--- config.mk ---
export PLATFORM = sky130hd
export DESIGN_NAME = clkmeas
export DESIGN_NICKNAME = d
export VERILOG_FILES = /design/src/rtl/clkmeas.sv
export SDC_FILE = /design/constraint.sdc
export NUM_CORES = 1
export LEC_CHECK = 0
export CORE_ASPECT_RATIO = 0.6
export CORE_UTILIZATION = 52
export CTS_CLUSTER_DIAMETER = 60
export DETAILED_ROUTE_END_ITERATION = 8
export GPL_TIMING_DRIVEN = 0
export PLACE_DENSITY = 0.91
export SYNTH_ARGS = -nofsm -noshare
export SYNTH_HDL_FRONTEND = slang
export SYNTH_SLANG_ARGS = --single-unit
--- constraint.sdc ---
create_clock -name clk -period 2.72 [get_ports clk]
set_input_delay 0.544 -clock clk [delete_from_list [all_inputs] [get_ports clk]]
set_output_delay 0.544 -clock clk [all_outputs]
set_load 0.02 [all_outputs]
--- src/rtl/clkmeas.sv ---
// ---------------------------------------------------------------------------
// clkmeas: frequency meter for an asynchronous clock returning from off-chip.
// meas_in is synchronised into clk, and its rising edges are counted over a
// programmable window of clk cycles. A window with no edges flags the input
// as stuck high or stuck low. Results are reported through a start/done
// handshake.
//
// Optional feature (macro CLKMEAS_PERIOD_MINMAX_EN): the minimum and maximum
// edge-to-edge period seen in the window. When the macro is undefined,
// per_min/per_max are constants and no period logic is built.
//
// Parameters:
//   SYNC_STAGES  synchroniser depth on meas_in (legal range 2..4)
// Ports:
//   clk       system clock, posedge
//   rst_n     asynchronous active-low reset
//   meas_in   asynchronous clock under measurement (max useful rate clk/2)
//   start     one-cycle request to begin a measurement (ignored while busy)
//   win_len   window length in clk cycles, sampled on accepted start (0 -> 1)
//   busy      measurement window in progress
//   done      one-cycle pulse; results valid from this cycle onward
//   edge_cnt  rising edges counted in the last window
//   stuck_hi  last window saw no edges and meas_in was high at window end
//   stuck_lo  last window saw no edges and meas_in was low at window end
//   per_min   minimum edge-to-edge period in clk cycles (0xFFFF if < 2 edges)
//   per_max   maximum edge-to-edge period in clk cycles (0 if < 2 edges)
// ---------------------------------------------------------------------------
module clkmeas #(
  parameter int unsigned SYNC_STAGES = 2
) (
  input  logic        clk,
  input  logic        rst_n,
  input  logic        meas_in,
  input  logic        start,
  input  logic [15:0] win_len,
  output logic        busy,
  output logic        done,
  output logic [15:0] edge_cnt,
  output logic        stuck_hi,
  output logic        stuck_lo,
  output logic [15:0] per_min,
  output logic [15:0] per_max
);

  localparam int unsigned CW = 16;

  typedef enum logic [1:0] {
    ST_IDLE = 2'd0,
    ST_MEAS = 2'd1,
    ST_DONE = 2'd2
  } state_e;

  // Synchroniser chain plus one delay flop for edge detection
  logic [SYNC_STAGES-1:0] sync_q;
  logic                   s_dly_q;
  logic                   s_last;
  logic                   rise;

  always_ff @(posedge clk or negedge rst_n) begin
    if (!rst_n) begin
      sync_q  <= '0;
      s_dly_q <= 1'b0;
    end else begin
      sync_q  <= {sync_q[SYNC_STAGES-2:0], meas_in};
      s_dly_q <= sync_q[SYNC_STAGES-1];
    end
  end

  assign s_last = sync_q[SYNC_STAGES-1];
  assign rise   = s_last & ~s_dly_q;

  // Control state and working counters
  state_e        state_q, state_d;
  logic [CW-1:0] win_q, win_d;
  logic [CW-1:0] wcnt_q, wcnt_d;
  logic [CW-1:0] ecnt_q, ecnt_d;
  logic          busy_q, busy_d;
  logic          done_q, done_d;
  logic [CW-1:0] edge_cnt_q, edge_cnt_d;
  logic          stuck_hi_q, stuck_hi_d;
  logic          stuck_lo_q, stuck_lo_d;
  logic          load_res;

  always_ff @(posedge clk or negedge rst_n) begin
    if (!rst_n) begin
      state_q    <= ST_IDLE;
      win_q      <= CW'(1);
      wcnt_q     <= '0;
      ecnt_q     <= '0;
      busy_q     <= 1'b0;
      done_q     <= 1'b0;
      edge_cnt_q <= '0;
      stuck_hi_q <= 1'b0;
      stuck_lo_q <= 1'b0;
    end else begin
      state_q    <= state_d;
      win_q      <= win_d;
      wcnt_q     <= wcnt_d;
      ecnt_q     <= ecnt_d;
      busy_q     <= busy_d;
      done_q     <= done_d;
      edge_cnt_q <= edge_cnt_d;
      stuck_hi_q <= stuck_hi_d;
      stuck_lo_q <= stuck_lo_d;
    end
  end

  // Next-state, window/edge counting and result capture
  always_comb begin
    state_d    = state_q;
    win_d      = win_q;
    wcnt_d     = wcnt_q;
    ecnt_d     = ecnt_q;
    load_res   = 1'b0;
    edge_cnt_d = edge_cnt_q;
    stuck_hi_d = stuck_hi_q;
    stuck_lo_d = stuck_lo_q;

    case (state_q)
      ST_IDLE: begin
        if (start) begin
          win_d   = (win_len == '0) ? CW'(1) : win_len;
          wcnt_d  = CW'(1);
          ecnt_d  = '0;
          state_d = ST_MEAS;
        end
      end
      ST_MEAS: begin
        if (rise) begin
          ecnt_d = ecnt_q + CW'(1);
        end
        if (wcnt_q == win_q) begin
          load_res = 1'b1;
          state_d  = ST_DONE;
        end else begin
          wcnt_d = wcnt_q + CW'(1);
        end
      end
      ST_DONE: begin
        state_d = ST_IDLE;
      end
      default: begin
        state_d = ST_IDLE;
      end
    endcase

    // Results capture the count including the last window cycle's edge
    if (load_res) begin
      edge_cnt_d = ecnt_d;
      stuck_hi_d = (ecnt_d == '0) &  s_last;
      stuck_lo_d = (ecnt_d == '0) & ~s_last;
    end

    busy_d = (state_d == ST_MEAS);
    done_d = (state_d == ST_DONE);
  end

  assign busy     = busy_q;
  assign done     = done_q;
  assign edge_cnt = edge_cnt_q;
  assign stuck_hi = stuck_hi_q;
  assign stuck_lo = stuck_lo_q;

`ifdef CLKMEAS_PERIOD_MINMAX_EN
  // Edge-to-edge period tracking within the window
  logic [CW-1:0] per_cnt_q, per_cnt_d;
  logic [CW-1:0] min_q, min_d;
  logic [CW-1:0] max_q, max_d;
  logic          seen_q, seen_d;
  logic [CW-1:0] per_min_q, per_min_d;
  logic [CW-1:0] per_max_q, per_max_d;
  logic [CW-1:0] period_c;

  always_ff @(posedge clk or negedge rst_n) begin
    if (!rst_n) begin
      per_cnt_q <= '0;
      min_q     <= '1;
      max_q     <= '0;
      seen_q    <= 1'b0;
      per_min_q <= '1;
      per_max_q <= '0;
    end else begin
      per_cnt_q <= per_cnt_d;
      min_q     <= min_d;
      max_q     <= max_d;
      seen_q    <= seen_d;
      per_min_q <= per_min_d;
      per_max_q <= per_max_d;
    end
  end

  always_comb begin
    per_cnt_d = per_cnt_q;
    min_d     = min_q;
    max_d     = max_q;
    seen_d    = seen_q;
    per_min_d = per_min_q;
    per_max_d = per_max_q;
    // Saturating increment; also the period length ending at this rise
    period_c  = (per_cnt_q == '1) ? '1 : per_cnt_q + CW'(1);

    if ((state_q == ST_IDLE) && start) begin
      per_cnt_d = '0;
      min_d     = '1;
      max_d     = '0;
      seen_d    = 1'b0;
    end else if (state_q == ST_MEAS) begin
      if (rise) begin
        per_cnt_d = '0;
        seen_d    = 1'b1;
        // The first rise only starts the period counter
        if (seen_q) begin
          if (period_c < min_q) begin
            min_d = period_c;
          end
          if (period_c > max_q) begin
            max_d = period_c;
          end
        end
      end else begin
        per_cnt_d = period_c;
      end
    end

    if (load_res) begin
      per_min_d = min_d;
      per_max_d = max_d;
    end
  end

  assign per_min = per_min_q;
  assign per_max = per_max_q;
`else
  assign per_min = '1;
  assign per_max = '0;
`endif

endmodule

==> results.cfg <==
[run_status]
outcome = completed

[global_route]
gr-total-overflow = 0
grt_use_total = 0.2626
first_global_vias = 2787
antenna_violations_before_repair = 0
grt_start_max_net_pins = 74
grt_pass1_wl_mm = 14.62

[yosys]
total_of_warnings_raised_by_yosys = 0
yosysTopAreaCellShare = 0.4888
synth-edff-count = 0
syn_area_per_cell_um2 = 10.15
synthMostInstantiatedCell = dfrtp_1
synth_ff_type = dfrtp_1
ys_ff_latch = 73
synth_top_cells_by_area = dfrtp_1 (49%), buf_4 (6.7%), xor2_1 (6.2%), nand2_1 (5.9%), mux2_2 (5.8%)
synth-seq-area-share = 0.4959
yosysUniqueCellTypes = 51
synth_area_mm2 = 0.003686
netlist.top_cell.by_area = dfrtp_1
synth_async_sr_flop_share = 1.000
synth_cells = 363
synth.top_cells.by_count = dfrtp_1 (72), nand2_1 (58), buf_4 (33)

[sta]
relative_slew_slack = 0.3867
timing.final.crit_share = 0.9804
report.final.setup_viol = 0
fin_worst_skew_ps = 10.51
final.min_clock_period_ps = 2667
worst_margin_slew_ps = 908.4
worst_slack_ps = 53.30
finalMaxSlewViolations = 0
hold_violations = 0
rsz0062_at_grt = yes
timing.fmax_mhz = 375.0
totalNegativeSetupSlack_ps = 0

[cts]
clock_insertion_delay_worst_skew_ps = 340
cts.htree.levels = 3
clk_pin_slew_worst_paths_ps = 60
cts_tree = built
clock_tree.root_cell = clkbuf_16
cts_num_sinks = 73
cts_made_buffers = 9
clk_path_buf_depth = 2
hold_buffers = 0

[worst_setup_path]
crit_path_max_fanout = 5
worst_setup_path_start_kind = input pin
arrival_ps = 2920
worstSetupPathType = input pin to flop
endpoint_kind = flop
worst_ep_required_time_ps = 2980

[placed_design]
place_hpwl_mm = 5.980
dpl_worst_slack_ps = -191.9
gp_congestion = 0.8883
portBuffers = 39

[floorplan]
die_h_um = 67.22
die_x_um = 110.7
coreArea_mm2 = 0.006763
boundaryPins = 72
dieArea_mm2 = 0.007440
floorplan.initialDensity = 0.5451
total_number_of_placement_rows = 23

[route]
drtIter0Drc = 338
vias_per_cell = 5.634
route.final.wire_length_mm = 9.440
detail-route-antenna-nets = 0
dr.pass1.iters = 6
wire_per_inst_um = 17.29
route.vias.total = 3076
drc = 0

[cells_and_area]
area_delta_synth_final_pct = 28.17
finish.net_count = 476
post-route-util = 0.6986
drive_gt1_frac = 0.2048
insertedDiodeCount = 0

[power_and_ir_drop]
peakVddDrop_mv = 0.4613
power_density_mw_per_mm2 = 904.5
p_leak_nw = 2.287

[job]
max_cap_viol_count = 0

[min_path]
min-delay-path-class = input pin to asynchronous set/reset pin
## power breakdown
| part | internal [mW] | switching, mW |
|---|---|---|
| Sequential | 1.38 | 0.327 |
| Clock | 0.808 | 0.474 |
| Combinational | 0.510 | 0.771 |
| Total | 2.70 | 1.57 |
## final cells by class
class / count / area, um2
Fill cell: 476 / 2038
Tap cell: 87 / 108.9
Inverter: 8 / 30.03
Timing Repair Buffer: 50 / 470.5
Sequential cell: 73 / 1828
Clock inverter: 6 / 92.59
Buffer: 46 / 309.0
Multi-Input combinational cell: 266 / 1657
Clock buffer: 10 / 229.0
## layer usage
layer  up-vias  global-route usage  part of all wire
met5         -                   0                 0
li1       1375                   -                 -
met4         0             0.08500             0.026
met2       185              0.4030              0.44
met3        38             0.08169             0.097
met1      1478              0.3602              0.44
## kinds of logic (layout without fill, tap and decap cells)
logic type / count (synthesis) / count (layout) / share of synthesized area
other: 2 / 32 / 0.002037
xor gates and xnor gates: 30 / 30 / 0.07128
muxes: 22 / 22 / 0.06721
AOI/OAI and AO/OA: 32 / 32 / 0.05941
and+or+nand+nor: 148 / 148 / 0.2057
buffers and inverters: 54 / 120 / 0.09165
DFF: 73 / 73 / 0.4959
adders and majority gates: 2 / 2 / 0.006788
## worst max-delay path, stage by stage
cell,delay [ps]
clkdlybuf4s50_1,520
or3b_4,450
nand2_2,90
mux2i_2,80
or4_1,550
nor4b_2,280
nand4_1,230
o21ai_1,180
## layout by cell type (no fill, tap or decap), types with 3 or more instances in the layout
| cell type | instances |
|---|---|
| xor2_1 | 26 |
| nand2_1 | 58 |
| clkdlybuf4s50_1 | 38 |
| a22o_1 | 6 |
| buf_2 | 3 |
| and3_1 | 3 |
| o21ai_0 | 7 |
| nand4_1 | 12 |
| and4_1 | 5 |
| or3_1 | 4 |
| nor3_1 | 6 |
| xnor2_1 | 4 |
| conb_1 | 32 |
| buf_4 | 45 |
| clkbuf_16 | 9 |
| a21oi_1 | 4 |
| nor4_1 | 6 |
| clkbuf_1 | 8 |
| a31oi_1 | 3 |
| inv_1 | 8 |
| dfrtp_1 | 72 |
| nand3_1 | 12 |
| mux2_2 | 19 |
| nor2_1 | 23 |
## path summary, 6_finish.rpt
path | endpoint | startpoint | slack, ps | depth (start not counted)
setup / recovery | stuck_lo$_DFFE_PN0P_ | start | 50 | 8
hold / removal | edge_cnt[6]$_DFFE_PN0P_ | rst_n | 330 | 1
setup reg to reg | edge_cnt[8]$_DFFE_PN0P_ | wcnt_q[2]$_DFFE_PN0P_ | 70 | 8
hold reg to reg | sync_q[1]$_DFF_PN0_ | sync_q[0]$_DFF_PN0_ | 360 | 0
max in group asynchronous | sync_q[1]$_DFF_PN0_ | rst_n | 1800 | 1
min in group clk | sync_q[1]$_DFF_PN0_ | sync_q[0]$_DFF_PN0_ | 360 | 0
## sequential cells by signal (all words and copies together) (netlist names), 2 cells and up
register / flops
ecnt_q: 16
edge_cnt: 16
state_q: 2
sync_q: 2
wcnt_q: 16
win_q: 16
## through the flow
step | std cells | hold slack [ps] | power (mW) | cell area [um2]
floorplan | 393 | 248.4 | 2.462 | 3799
global route | 546 | 371.3 | 4.476 | 4725
global placement | 519 | 342.9 | 2.783 | 4298
detailed placement | 519 | 341.1 | 2.854 | 4295
CTS | 535 | 362.5 | 4.197 | 4622
finish | 546 | 328.6 | 4.274 | 4725
## what timing repair did
| item | CTS | global route |
|---|---|---|
| setup buffers | 0 | 11 |
| pin swaps | 0 | 1 |
| endpoints found under the setup margin | 5 | 2 |
| resized for setup | 1 | 5 |
| gates cloned | 0 | 0 |
Power figures use the tool's default switching activity.
